File: config.mk
export PLATFORM = sky130hd
export DESIGN_NAME = vid_bbox_tracker
export DESIGN_NICKNAME = d
export VERILOG_FILES = /design/src/rtl/vid_bbox_tracker.sv
export SDC_FILE = /design/constraint.sdc
export NUM_CORES = 1
export LEC_CHECK = 0
export ABC_AREA = 1
export BUFFER_PORTS_ARGS = -buffer_cell sky130_fd_sc_hd__buf_2
export CORE_MARGIN = 4
export CORE_UTILIZATION = 60
export CTS_CLUSTER_DIAMETER = 30
export DETAILED_ROUTE_END_ITERATION = 16
export GPL_TIMING_DRIVEN = 0
export PLACE_DENSITY = 0.8
export SETUP_SLACK_MARGIN = 0.5
export SYNTH_ARGS = -nofsm -noshare
export SYNTH_HDL_FRONTEND = slang
export SYNTH_SLANG_ARGS = --single-unit
File: constraint.sdc
create_clock -name clk -period 9.95 [get_ports clk]
set_input_delay 0.4975 -clock clk [delete_from_list [all_inputs] [get_ports clk]]
set_output_delay 0.4975 -clock clk [all_outputs]
set_load 0.02 [all_outputs]
File: src/rtl/vid_bbox_tracker.sv
`default_nettype none
// ============================================================================
// Module   : vid_bbox_tracker
// Brief    : Avalon-ST RGB pass-through (1-cycle latency) that builds a per-
//            frame colour-window bounding box, published over Avalon-MM.
//            Optional perimeter overlay: define VID_BBOX_OVERLAY_EN.
// Revision : 1.0 - initial release
// ============================================================================
module vid_bbox_tracker #(
    parameter int IMAGE_W    = 640,
    parameter int IMAGE_H    = 480,
    parameter int MIN_PIXELS = 64
) (
    input  logic        clk,
    input  logic        reset,
    input  logic [23:0] sink_data,
    input  logic        sink_valid,
    input  logic        sink_sop,
    input  logic        sink_eop,
    output logic        sink_ready,
    output logic [23:0] source_data,
    output logic        source_valid,
    output logic        source_sop,
    output logic        source_eop,
    input  logic        source_ready,
    input  logic [2:0]  s_address,
    input  logic        s_read,
    input  logic        s_write,
    input  logic [31:0] s_writedata,
    output logic [31:0] s_readdata
);
    localparam logic [10:0] c_x_last     = 11'(IMAGE_W - 1);
    localparam logic [10:0] c_y_limit    = 11'(IMAGE_H);
    localparam logic [19:0] c_min_pixels = 20'(MIN_PIXELS);

    typedef enum logic [1:0] {
        WAIT_SOP = 2'd0,
        VIDEO    = 2'd1,
        SKIP     = 2'd2
    } state_t;

    state_t      r_state, w_state_nxt;
    logic [10:0] r_x, r_y;
    logic [10:0] r_xmin, r_xmax, r_ymin, r_ymax;
    logic [19:0] r_cnt;
    logic [23:0] r_lo, r_hi;
    logic [10:0] r_pxmin, r_pxmax, r_pymin, r_pymax;
    logic [19:0] r_pcnt;
    logic        r_found, r_new;
    logic [15:0] r_frame_cnt;

    logic        w_xfer, w_clear, w_pixel, w_latch, w_match, w_hit;
    logic [10:0] w_xmin_nxt, w_xmax_nxt, w_ymin_nxt, w_ymax_nxt;
    logic [19:0] w_cnt_nxt;
    logic [23:0] w_out_data;
    logic        w_unused;

    assign sink_ready = ~source_valid | source_ready;
    assign w_xfer     = sink_valid & sink_ready;
    assign w_pixel    = w_xfer & ~sink_sop & (r_state == VIDEO);
    assign w_latch    = w_pixel & sink_eop;
    assign w_unused   = &{1'b0, s_writedata[31:24]};

    // lo > hi in any channel fails its own compare, so nothing matches
    assign w_hit = (sink_data[23:16] >= r_lo[23:16]) && (sink_data[23:16] <= r_hi[23:16])
                && (sink_data[15:8]  >= r_lo[15:8])  && (sink_data[15:8]  <= r_hi[15:8])
                && (sink_data[7:0]   >= r_lo[7:0])   && (sink_data[7:0]   <= r_hi[7:0]);
    assign w_match = w_pixel & (r_y < c_y_limit) & w_hit;

    always_comb begin
        w_state_nxt = r_state;
        w_clear     = 1'b0;
        if (w_xfer) begin
            if (sink_sop) begin
                w_clear     = (sink_data[3:0] == 4'd0);
                w_state_nxt = (sink_data[3:0] == 4'd0) ? VIDEO : SKIP;
                if (sink_eop) w_state_nxt = WAIT_SOP;
            end else if (sink_eop) begin
                w_state_nxt = WAIT_SOP;
            end
        end
    end

    // Includes the current pixel so an EOP pixel is part of the latched result
    always_comb begin
        w_xmin_nxt = r_xmin;
        w_xmax_nxt = r_xmax;
        w_ymin_nxt = r_ymin;
        w_ymax_nxt = r_ymax;
        w_cnt_nxt  = r_cnt;
        if (w_match) begin
            if (r_cnt == 20'd0) begin
                w_xmin_nxt = r_x;
                w_xmax_nxt = r_x;
                w_ymin_nxt = r_y;
                w_ymax_nxt = r_y;
            end else begin
                if (r_x < r_xmin) w_xmin_nxt = r_x;
                if (r_x > r_xmax) w_xmax_nxt = r_x;
                if (r_y < r_ymin) w_ymin_nxt = r_y;
                if (r_y > r_ymax) w_ymax_nxt = r_y;
            end
            if (r_cnt != 20'hFFFFF) w_cnt_nxt = r_cnt + 20'd1;
        end
    end

`ifdef VID_BBOX_OVERLAY_EN
    logic w_on_box;
    assign w_on_box = r_found & w_pixel &
                      ((((r_x == r_pxmin) || (r_x == r_pxmax)) && (r_y >= r_pymin) && (r_y <= r_pymax)) ||
                       (((r_y == r_pymin) || (r_y == r_pymax)) && (r_x >= r_pxmin) && (r_x <= r_pxmax)));
    assign w_out_data = w_on_box ? 24'h00FF00 : sink_data;
`else
    assign w_out_data = sink_data;
`endif

    always_ff @(posedge clk or posedge reset) begin
        if (reset) begin
            source_valid <= 1'b0;
            source_sop   <= 1'b0;
            source_eop   <= 1'b0;
            source_data  <= 24'd0;
        end else if (w_xfer) begin
            source_valid <= 1'b1;
            source_sop   <= sink_sop;
            source_eop   <= sink_eop;
            source_data  <= w_out_data;
        end else if (source_ready) begin
            source_valid <= 1'b0;
        end
    end

    always_ff @(posedge clk or posedge reset) begin
        if (reset) begin
            r_state <= WAIT_SOP;
            r_x     <= '0;
            r_y     <= '0;
            r_xmin  <= '0;
            r_xmax  <= '0;
            r_ymin  <= '0;
            r_ymax  <= '0;
            r_cnt   <= '0;
        end else begin
            r_state <= w_state_nxt;
            if (w_clear) begin
                r_x    <= '0;
                r_y    <= '0;
                r_xmin <= '0;
                r_xmax <= '0;
                r_ymin <= '0;
                r_ymax <= '0;
                r_cnt  <= '0;
            end else if (w_pixel) begin
                r_xmin <= w_xmin_nxt;
                r_xmax <= w_xmax_nxt;
                r_ymin <= w_ymin_nxt;
                r_ymax <= w_ymax_nxt;
                r_cnt  <= w_cnt_nxt;
                if (r_x == c_x_last) begin
                    r_x <= '0;
                    if (r_y != c_y_limit) r_y <= r_y + 11'd1;
                end else begin
                    r_x <= r_x + 11'd1;
                end
            end
        end
    end

    always_ff @(posedge clk or posedge reset) begin
        if (reset) begin
            r_lo        <= 24'h000000;
            r_hi        <= 24'hFFFFFF;
            r_pxmin     <= '0;
            r_pxmax     <= '0;
            r_pymin     <= '0;
            r_pymax     <= '0;
            r_pcnt      <= '0;
            r_found     <= 1'b0;
            r_new       <= 1'b0;
            r_frame_cnt <= '0;
            s_readdata  <= '0;
        end else begin
            if (w_latch) begin
                r_pxmin     <= (w_cnt_nxt == 20'd0) ? 11'd0 : w_xmin_nxt;
                r_pxmax     <= (w_cnt_nxt == 20'd0) ? 11'd0 : w_xmax_nxt;
                r_pymin     <= (w_cnt_nxt == 20'd0) ? 11'd0 : w_ymin_nxt;
                r_pymax     <= (w_cnt_nxt == 20'd0) ? 11'd0 : w_ymax_nxt;
                r_pcnt      <= w_cnt_nxt;
                r_found     <= (w_cnt_nxt >= c_min_pixels);
                r_frame_cnt <= r_frame_cnt + 16'd1;
                r_new       <= 1'b1;
            end else if (s_write && (s_address == 3'd0)) begin
                r_new <= 1'b0;
            end
            if (s_write && (s_address == 3'd1)) r_lo <= s_writedata[23:0];
            if (s_write && (s_address == 3'd2)) r_hi <= s_writedata[23:0];
            if (s_read) begin
                case (s_address)
                    3'd0:    s_readdata <= {r_frame_cnt, 14'd0, r_new, r_found};
                    3'd1:    s_readdata <= {8'd0, r_lo};
                    3'd2:    s_readdata <= {8'd0, r_hi};
                    3'd3:    s_readdata <= {5'd0, r_pymin, 5'd0, r_pxmin};
                    3'd4:    s_readdata <= {5'd0, r_pymax, 5'd0, r_pxmax};
                    3'd5:    s_readdata <= {12'd0, r_pcnt};
                    default: s_readdata <= 32'd0;
                endcase
            end
        end
    end

endmodule
`default_nettype wire

Word-level counts from Yosys, hierarchy flattened
Index checks and enable logic that the tools add are counted.
- register bits: 277
- latch bits: 0
- memory bits (writable): 0
- bits in read-only memories: 0
- input bits: 67
- memories: 0
- add/sub/neg operators: 4
- $mul: 0
- div/mod/pow operators: 0
- magnitude comparators: 12
- equal/unequal tests: 9
- shift operators: 0
- muxes and demuxes: 46
- bitwise operators: 9
- reduce and logical (&&, ||, !) cells: 20
- operators by type and width (cell ; number):
    $mux 11 ; 31
    $pmux 32 s6 ; 1
    $mux 20 ; 4
    $logic_not 20->1 ; 2
    $ge 8x8->1 ; 3
    $le 8x8->1 ; 3
    $add 11x1->11 const B ; 2
    $gt 11x11->1 ; 2
    $lt 11x11->1 ; 2
    $add 20x1->20 const B ; 1
    $ge 20x7->1 const B ; 1
    $ne 20x20->1 const B ; 1
    $add 16x1->16 const B ; 1
    $reduce_bool 2->1 ; 6
    $eq 11x10->1 const B ; 1
    $lt 11x9->1 const B ; 1
    $ne 11x9->1 const B ; 1
    $logic_and 1x1->1 ; 8
    $mux 2 ; 4
    $and 1x1->1 ; 6
    $eq 3x2->1 const B ; 2
    $eq 3x3->1 const B ; 2
    $mux 1 ; 6
    $logic_not 4->1 ; 1
    7 further kinds ; 8

Depth between registers and ports, before layout
Gate-level depths: netlist (run 1).
- depth after elaboration: 10
- gate-level depth with buffers: 24
- mapped depth without buffers: 22

Least setup slack after synthesis (run 1)
No wires, ideal clock.
- path type: register -> register
- start: reg r_hi[5]
- end: reg r_pxmax[9]
- library setup time: 117 ps
- arrival time: 2614 ps
- data required time: 9833 ps
- slack: 7220 ps
- cell stages (with the launch flop): 21
- period minus slack after synthesis: 2730 ps
- path through: dfstp_2 inv_1 ha_1 a21oi_1 nor2_1 nor2_1 nand2_1 nand2_1 nand2_1 nor2_4 nand3_4 buf_6 o21ai_2 nand2_1 nor2_2 nand2_1 nor2_2 nand3_4 buf_4 nand2_1 nand2_1
- cells in the longest elaborated chain, start to end: 6
- elaborated cells between the ends (all ways): 7
- classes of those cells: order compare (1); mux (3); bitwise (1); reduce/logical (2)
- ends and longest elaborated chain (element ; RTL line ; source):
    from (decl) ; 46 ; logic [23:0] r_lo, r_hi;
    from (signal assigned) ; 196 ; if (s_write && (s_address == 3'd2)) r_hi <= s_writedata[23:0];
    $le 8x8->1 * ; 67 ; && (sink_data[7:0] >= r_lo[7:0]) && (sink_data[7:0] <= r_hi[7:0]);
    $logic_and 1x1->1 * ; 67 ;
    $and 1x1->1 * ; 68 ; assign w_match = w_pixel & (r_y < c_y_limit) & w_hit;
    $mux 20 ; 91 ; if (w_match) begin
    $logic_not 20->1 ; 185 ; r_pxmax <= (w_cnt_nxt == 20'd0) ? 11'd0 : w_xmax_nxt;
    $mux 11 * ; 185 ;
    to (signal assigned) ; 185 ;
    to (decl) ; 47 ; logic [10:0] r_pxmin, r_pxmax, r_pymin, r_pymax;
Mark *: on every way between the ends. The rest lies on a longest branch, timed or not.
A chain may end at the register's enable or synchronous reset.

Worst setup path in the final report (run 1)
- start: reg r_hi[13]
- end: reg r_pymax[8]
- cells in the longest elaborated chain, start to end: 8
- elaborated cells between the ends (all ways): 9
- classes of those cells: order compare (1); mux (3); bitwise (1); reduce/logical (4)
- ends and longest elaborated chain (element ; RTL line ; source):
    $le 8x8->1 * ; 66 ; && (sink_data[15:8] >= r_lo[15:8]) && (sink_data[15:8] <= r_hi[15:8])
    $logic_and 1x1->1 * ; 66 ;
    $logic_and 1x1->1 * (2 in series) ; 67 ;
    $and 1x1->1 * ; 68 ;
    $mux 20 ; 91 ;
    $logic_not 20->1 ; 187 ; r_pymax <= (w_cnt_nxt == 20'd0) ? 11'd0 : w_ymax_nxt;
    $mux 11 * ; 187 ;
    to (signal assigned) ; 187 ;
    to (decl) ; 47 ;
Marked as above.

==> flow_summary.ini, run 1 <==
[setup_path]
cp.arrival_ns = 4.34
r2r-start = r_hi[13]
critical_path_class = reg -> reg
cp-startpoint = r_hi[13]
cp_max_fo = 10
endpoint_kind = register
startpoint_type = register
required_ns = 10.41

[global_route]
grt_pass1_vias = 13900
antenna_found_initial = 0
grt.total_usage_pct = 34.1
grt_pass1_wl_um = 72800
grt-ovfl-total = 0
grt_start_max_net_pins = 136

[die]
start_util_pct = 61.1
die_area_mm2 = 0.0273
die_height_um = 165
rows = 57
die_x_um = 165
core_mm2 = 0.0243
boundaryPins = 127

[synth]
synth_top_family_by_area = simple AND/OR/NAND/NOR gates
synth_mux_area_share_pct = 0.202
ys_seq_elements = 277
synth_compound_area_share_pct = 11.7
synth_flop_cell = dfrtp_1
ys_async_sr_fraction_pct = 100
yosys.area_share.adder_pct = 8.08
syn-instance-count = 1896
synth_edf_count = 0
ys_seq_area_share_pct = 46.9
synth_top_area_share_pct = 42.6
synth_fp_nets = 2059
synth_xor_area_share_pct = 0.766
synth_cell_types = 49
yosysTopAreaCell = dfrtp_1
yosysWarnings = 0
ys_top_cells_by_area = dfrtp_1 (43%), nand2_1 (15%), ha_1 (8.1%)
synthesis.area_per_instance_um2 = 7.84
syn_area_mm2 = 0.0149
synthSimpleGateAreaFrac_pct = 24.3

[sta]
rsz0062_at_grt = false
setup_tns_ns = 0
finalCritPeriodShare_pct = 39.0
worst_slack_ns = 6.07
setup_violations = 0
fin_skew_ns = 0.0243
finalCriticalPeriod_ns = 3.88
slew_violations = 0
slew_headroom_pct = 45.8
fmax_mhz = 258
worstMarginPinSlew_ns = 0.813
hold_viol_final = 0

[cts]
cts_tree = built
clk_latency_ns = 0.59
postCtsSetupRepairBufs = 0
clk_path_buf_depth = 3
htreeDepth = 2
cts.sinks = 277
clockRootBuffer = clkbuf_16
cts_resized = 0
cts-buffers-inserted = 59
path_clk_slew_ns = 0.05

[power]
p_total_uw = 4080
p_sw_share_pct = 29.0
p_leak_uw = 0.00941
clock_power_share_pct = 52.1
powerDensity_mw_per_mm2 = 225
seqPwrFrac_pct = 33.1
ir_drop_mv = 0.165
pwr-share-comb_pct = 14.8
p_sw_uw = 1180
power.internal_uw = 2900

[detailed_routing]
drtPass1Iterations = 9
ant_nets = 0
drtIter0Drc = 1334
wl_um = 46400
wl_per_cell_um = 18.9
vias = 14200
drcViolationCount = 0
routed_via_density = 5.80

[place]
dp_hpwl_um = 33000
pre_cts_ws_ns = 6.18
gp_congestion = 0.949
port_buffers = 117

[finish]
drive_gt1_share_pct = 13.2
final_common_cell = nand2_1
n_antenna_cell = 0
nets = 2240
syn_to_final_growth_pct = 21.8
layout_common_cells = nand2_1 (575), dfrtp_1 (253), inv_1 (234)

[worst_hold_path]
hp-class = in -> reg
hp-start = sink_eop

[job]
drv_cap = 0

[outcome]
status = finished, final reports clean
-- worst max-delay path, stage by stage (launching register included) --
cell	delay [ns]
dfstp_2	0.53
inv_1	0.05
ha_1	0.29
a21oi_1	0.18
nor2_1	0.06
nor2_1	0.11
nand2_1	0.06
nand2_1	0.23
nand2_1	0.17
nor2_4	0.24
nand2_1	0.10
nor2_2	0.41
nand2_1	0.36
clkbuf_1	0.32
o21ai_0	0.40
nor2_1	0.09
nand2_1	0.10
nand2_1	0.06
-- synthesized netlist by cell type, types with 17 or more instances --
master,instances
dfstp_2,24
nand2_1,575
o21ai_0,142
inv_1,235
nor2_1,207
nand4_1,25
nand3_1,44
nor3_1,19
a221oi_1,17
a21oi_1,73
dfrtp_1,253
ha_1,96
clkbuf_1,58
-- cell families (layout without fill, tap and decap cells) --
kind of cell | after synthesis | in the layout
compound gates | 303 | 303
flops | 277 | 277
fa+ha+maj | 96 | 96
xor+xnor | 13 | 13
simple gates | 896 | 896
mux | 3 | 3
buf+inv | 308 | 540
-- through the flow --
stage	instances	utilization, %	cell area, um^2	hold slack, ns
global route	2452	74.4	18100	0.154
global placement	2337	65.2	15800	0.448
floorplan	1896	-	14900	0.445
finish	2452	74.4	18100	0.141
CTS	2452	74.4	18100	0.136
detailed placement	2339	65.4	15900	0.453
-- metal layers --
| layer | routed length (um) | vias up | global-route usage (%) | share of wire [%] |
|---|---|---|---|---|
| li1 | - | 6510 | - | - |
| met1 | 18200 | 6756 | 44.3 | 39 |
| met2 | 21300 | 763 | 54.3 | 46 |
| met3 | 4230 | 201 | 6.60 | 9.1 |
| met4 | 2630 | 0 | 18.8 | 5.7 |
| met5 | 0 | - | 0 | 0 |
-- final cells by class --
cell class | instances | area [um^2]
Fill cell | 1791 | 6220
Tap cell | 324 | 405
Sequential cell | 277 | 6960
Clock buffer | 64 | 1530
Buffer | 66 | 285
Clock inverter | 48 | 651
Multi-Input combinational cell | 1311 | 6700
Inverter | 242 | 917
Timing Repair Buffer | 120 | 651
-- path summary, 6_finish.rpt --
kind                       slack [ns]              end  depth (start not counted)
setup / recovery                 6.07       r_pymax[8]                         17
hold / removal                   0.14       r_state[1]                          2
max in group asynchronous        8.05         r_lo[21]                          5
hold reg to reg                  0.46  source_data[17]                          2
setup reg to reg                 6.07       r_pymax[8]                         17
min in group asynchronous        0.42        r_xmin[1]                          3
-- timing repair --
action                                  in CTS  in global routing
hold buffers                                 1                  0
endpoints found under the setup margin       0                  0
hold endpoints to repair                    28                  0
-- power groups by stage --
stage,clock [uW],combinational [uW],sequential (uW)
finish,2130,603,1350
floorplan,0,379,1360
CTS,2130,596,1350
global route,2200,677,1360
global placement,0,552,1350
detailed placement,0,581,1360
-- registers in the layout, indices dropped and copies added (netlist names), 16 cells and up --
signal	count
r_frame_cnt	16
r_hi	24
s_readdata	32
source_data	24
r_pcnt	20
r_lo	24
r_cnt	20
No activity file was read; power rests on OpenSTA's default activity.
==> run 2: changes to the inputs <==
--- a/config.mk
+++ b/config.mk
@@ -5,7 +5,7 @@
 export SDC_FILE = /design/constraint.sdc
 export NUM_CORES = 1
 export LEC_CHECK = 0
-export ABC_AREA = 1
+export ABC_AREA = 0
 export BUFFER_PORTS_ARGS = -buffer_cell sky130_fd_sc_hd__buf_2
 export CORE_MARGIN = 4
 export CORE_UTILIZATION = 60
==> constraint.sdc (replaced) <==
create_clock -name clk -period 3.8 [get_ports clk]
set_input_delay 0.19 -clock clk [delete_from_list [all_inputs] [get_ports clk]]
set_output_delay 0.19 -clock clk [all_outputs]
set_load 0.02 [all_outputs]
==> flow_summary.ini, run 2 <==
[power]
ir_drop_mv = 0.420
powerDensity_mw_per_mm2 = 527
p_leak_uw = 0.00900

[finish]
layout_common_cells = dfrtp_1 (252), nand2_1 (239), buf_2 (122)
nets = 2020
drive_gt1_share_pct = 23.6
regMostFlops = s_readdata
syn_to_final_growth_pct = 32.5
final_common_cell = dfrtp_1
largest_reg_flops = 32
n_antenna_cell = 0
fill_cells = 1329

[global_route]
grt-ovfl-total = 0
grt_pass1_vias = 14500
antenna_found_initial = 0
grt_start_max_net_pins = 43
grt.total_usage_pct = 36.3
grt_pass1_wl_um = 80200

[cts]
htreeDepth = 2
cts_tree = built
path_clk_slew_ns = 0.05
clockRootBuffer = clkbuf_16
clk_path_buf_depth = 3
cts-buffers-inserted = 57
clk_latency_ns = 0.57
cts.sinks = 277

[detailed_routing]
wl_per_cell_um = 24.1
routed_via_density = 6.63
routed.top_layer = met4
drtIter0Drc = 2172
drt-met1-wl_um = 19100
drtPass1Iterations = 6
vias = 14800
ant_nets = 0
wl_met3_um = 5990
drcViolationCount = 0
wl_met2_um = 24600
wl_um = 53600

[synth]
synthesis.area_per_instance_um2 = 9.56
syn-instance-count = 1572
syn_area_mm2 = 0.0150
ys_top_cells_by_count = dfrtp_1 (253), nand2_1 (240), o21ai_0 (130)
synth_flop_cell = dfrtp_1
yosysMostFrequentCell = dfrtp_1
ys_seq_area_share_pct = 46.3
synth_cell_types = 70
ys_top_cells_by_area = dfrtp_1 (42%), ha_1 (8.0%), nand2_1 (6.0%)
yosysTopAreaCell = dfrtp_1
synth_top_area_share_pct = 42.1
ys_async_sr_fraction_pct = 100
synth_edf_count = 0
synth_fp_nets = 1735
ys_seq_elements = 277
yosysWarnings = 0

[sta]
setup_violations = 0
setup_tns_ns = 0
slew_violations = 0
slew_headroom_pct = 18.4
worst_slack_ns = 0.0215
worstMarginPinSlew_ns = 1.22
finalCritPeriodShare_pct = 99.4
fmax_mhz = 265
rsz0062_at_grt = true
finalCriticalPeriod_ns = 3.78
hold_viol_final = 0
fin_skew_ns = 0.0228

[place]
port_buffers = 117
gp_congestion = 0.993
dp_hpwl_um = 33300
pre_cts_ws_ns = -0.528

[die]
core_mm2 = 0.0245
boundaryPins = 127
die_height_um = 166
die_area_mm2 = 0.0276
start_util_pct = 61.4
rows = 57
die_x_um = 166

[job]
drv_cap = 0

[setup_path]
required_ns = 4.24
endpoint_kind = register
cp_max_fo = 10
critical_path_class = reg -> reg
cp.arrival_ns = 4.22
startpoint_type = register

[worst_hold_path]
hp-class = in -> reg

[outcome]
status = finished, final reports clean
==> run 2: cell types whose count changed in the layout (fill, tap and decap cells not counted), sizes merged, moves of 51 or more <==
cell         delta
buf            +68
dlygate4sd3    +51
inv           -133
mux2i          +57
nand2         -336
nor2          -123
==> run 2: logic make-up (layout without fill, tap and decap cells) <==
kind of cell             count (synthesis)  count (layout)  share of synthesized area [%]
AO/OA/AOI/OAI                          373             373                           16.3
AND/OR/NAND/NOR                        492             493                           15.2
buffers and inverters                  204             534                           5.33
XOR/XNOR                                42              42                           2.45
adder cells (fa/ha/maj)                 96              96                           8.00
multiplexers                            88              88                           6.40
flip-flops                             277             277                           46.3
==> run 2: final timing paths <==
check,startpoint,to,slack [ns],cells after the start
max,r_lo[12],r_pxmax[10],0.02,13
min,s_write,r_new,0.05,4
max reg2reg,r_lo[12],r_pxmax[10],0.02,13
min reg2reg,source_data[17],source_data[17],0.47,2
max in group asynchronous,reset,r_ymax[8],2.05,7
min in group asynchronous,reset,source_data[3],0.30,3
==> run 2: per-layer routing <==
metal	vias to the layer above	track usage (%)
met5	-	0
met2	1147	58.1
met3	314	9.57
met4	0	18.3
met1	7143	45.9
li1	6152	-
==> run 2: final cells by class <==
type	count	area (um^2)	area share [%]
repair buffers	225	1700	8.53
plain buffers	91	448	2.25
well taps	324	405	2.04
clock buffers	75	1600	8.02
inverters	113	428	2.15
clock inverters	30	412	2.07
multi-input cells	1092	7950	40.0
flip-flops and latches	277	6960	35.0
==> run 2: per-stage QoR <==
stage	util, %	cells	instance area [um^2]	power [uW]	hold slack (ns)
finish	81.4	2227	19900	10500	0.0480
global route	81.4	2227	19900	10800	0.0395
CTS	78.4	2197	19200	10200	0.0167
detailed placement	66.4	2020	16200	4900	0.339
global placement	65.8	2013	16100	4820	0.410
floorplan	-	1572	15100	4400	0.295
==> run 2: worst max-delay path: stages, from the launching register on <==
cell	delay, ns
dfrtp_1	0.39
inv_2	0.08
ha_1	0.30
nand4_1	0.15
o31a_1	0.37
nor4_4	0.40
nand2_2	0.16
buf_6	0.17
or4_4	0.48
a211oi_2	0.21
nand4_2	0.22
or2_4	0.31
buf_6	0.15
a32o_1	0.27
==> run 2: timing repair <==
action,4_1_cts,5_1_grt
buffers inserted,16,29
gates resized for setup,81,102
hold endpoints to repair,95,0
setup endpoints to repair,104,102
hold buffers,52,0
gates cloned,4,1
pin swaps,31,30
==> run 2: report_power, final <==
part / internal (uW) / total, uW / switching [uW]
clock: 3490 / 5180 / 1690
combinational: 735 / 1800 / 1070
sequential: 3270 / 3510 / 244
==> run 3: changes to the inputs <==
--- a/config.mk
+++ b/config.mk
@@ -12,6 +12,7 @@
 export CTS_CLUSTER_DIAMETER = 30
 export DETAILED_ROUTE_END_ITERATION = 16
 export GPL_TIMING_DRIVEN = 0
+export MAX_ROUTING_LAYER = met4
 export PLACE_DENSITY = 0.8
 export SETUP_SLACK_MARGIN = 0.5
 export SYNTH_ARGS = -nofsm -noshare
==> flow_summary.ini, run 3 (same netlist as run 2, synthesis figures left out) <==
[finish]
nets = 2024
regArea_mm2 = 0.00696
multi_input_area_mm2 = 0.00791
final_common_cell = dfrtp_1
largest_reg_flops = 32
drive_gt1_share_pct = 24.1
instances_no_fill = 2234
syn_to_final_growth_pct = 33.5
fill_cells = 1318
regMostFlops = s_readdata
layout_common_cells = dfrtp_1 (252), nand2_1 (239), buf_2 (122)

[detailed_routing]
wl_um = 55900
vias = 15000
drcViolationCount = 0
drtIter0Drc = 2106
drtPass1Iterations = 6
routed_via_density = 6.70
ant_nets = 0
wl_per_cell_um = 25.0

[setup_path]
startpoint_type = register
r2r-start = r_lo[14]
cp-startpoint = r_lo[14]
crit_path_end = r_pymax[4]
cp_max_fo = 5
critical_path_class = reg -> reg
endpoint_kind = register
reg2reg_to = r_pymax[4]
required_ns = 4.24
reg2reg_setup_slack_ns = -0.09
cp.arrival_ns = 4.33
reg2reg_depth = 13

[place]
gp_congestion = 0.966
dp.cells = 2020
port_buffers = 117
dp_hpwl_um = 34000
pre_cts_ws_ns = -0.538

[outcome]
failed_checks = negative setup slack
status = finished, violations left

[sta]
fmax_mhz = 257
finalCritPeriodShare_pct = 102
slew_violations = 0
finalCriticalPeriod_ns = 3.89
rsz0062_at_grt = true
worst_slack_ns = -0.0948
hold_viol_final = 0
hold_ws_ns = 0.0410
worstMarginPinSlew_ns = 1.24
fin_skew_ns = 0.0140
setup_violations = 45
slew_headroom_pct = 16.9

[die]
rows = 57
boundaryPins = 127
die_x_um = 166
die_height_um = 166
die_area_mm2 = 0.0276
start_util_pct = 61.4
core_mm2 = 0.0245

[power]
clock_power_share_pct = 49.3
p_leak_uw = 0.00908
pwr-share-comb_pct = 17.6
power.internal_uw = 7570
ir_drop_mv = 0.486
powerDensity_mw_per_mm2 = 530
seqPwrFrac_pct = 33.1
p_sw_share_pct = 28.7
p_sw_uw = 3060

[global_route]
grt_pass1_vias = 14300
antenna_found_initial = 2
grt.total_usage_pct = 37.9
grt_pass1_wl_um = 81100
grt_start_max_net_pins = 44
grt-ovfl-total = 0

[cts]
cts_tree = built
path_clk_slew_ns = 0.05
clk_latency_ns = 0.56
clk_path_buf_depth = 3
cts-buffers-inserted = 57
clockRootBuffer = clkbuf_16
htreeDepth = 2
cts.sinks = 277

[job]
drv_cap = 0

[worst_hold_path]
hp-class = in -> reg
[run 3: area by class of cell]
class                           count  share of cell area [%]
Tap cell                          324                    2.02
Clock buffer                       72                    8.00
Sequential cell                   277                    34.7
Timing Repair Buffer              230                    9.07
Multi-Input combinational cell   1091                    39.4
Antenna cell                        2                  0.0250
Buffer                             91                    2.38
Clock inverter                     34                    2.22
Inverter                          113                    2.13
[run 3: worst max-delay path: stages (launching register included)]
cell and delay (ns):
dfrtp_1 0.36, inv_1 0.08, ha_1 0.36, nand4_1 0.16, o31a_1 0.37, nor4_4 0.46
nand2_2 0.16, buf_6 0.17, or4_4 0.47, a211oi_2 0.24, nand4_2 0.17, or2_4 0.33
buf_8 0.15, a32o_1 0.27
[run 3: metrics by stage]
stage | util (%) | cell area (um^2) | total power, uW | TNS (ns)
CTS | 78.7 | 19300 | 10300 | 0
floorplan | - | 15100 | 4400 | -9.05
detailed placement | 66.4 | 16200 | 4910 | -16.45
global placement | 65.8 | 16100 | 4830 | -419.62
finish | 82.0 | 20000 | 10600 | -1.86
global route | 82.0 | 20000 | 10900 | -5.08
[run 3: worst min-delay path by stage]
stage / start / endpoint / slack (ns) / cells after the start
floorplan: sink_data[10] / source_data[10] / 0.30 / 2
global placement: s_writedata[15] / r_lo[15] / 0.41 / 3
detailed placement: reset / source_data[3] / 0.32 / 2
CTS: sink_data[16] / source_data[16] / 0.02 / 3
global route: sink_data[16] / source_data[16] / 0.03 / 3
finish: sink_data[16] / source_data[16] / 0.04 / 3
[run 3: what timing repair did]
item / 4_1_cts / 5_1_grt
resized for setup: 64 / 125
endpoints found under the hold margin: 91 / 0
pin swaps: 19 / 41
hold buffers: 50 / 0
setup endpoints to repair: 104 / 100
buffers inserted: 25 / 23
cloned: 4 / 4
[run 3: routing by layer]
| metal | global-route usage (%) | vias to the layer above | wire (um) |
|---|---|---|---|
| met2 | 59.5 | 1142 | 26100 |
| met1 | 48.1 | 7332 | 20400 |
| met4 | 17.5 | 0 | 3900 |
| li1 | - | 6163 | - |
| met5 | - | - | 0 |
| met3 | 7.21 | 324 | 5580 |
[run 3: power by group through the flow]
stage	clock network, uW	logic [uW]	registers, uW
after global routing	5420	1990	3520
final	5240	1870	3510
after detailed placement	0	1420	3490
after CTS	5220	1620	3460
after global placement	0	1340	3480
after floorplan	0	893	3510
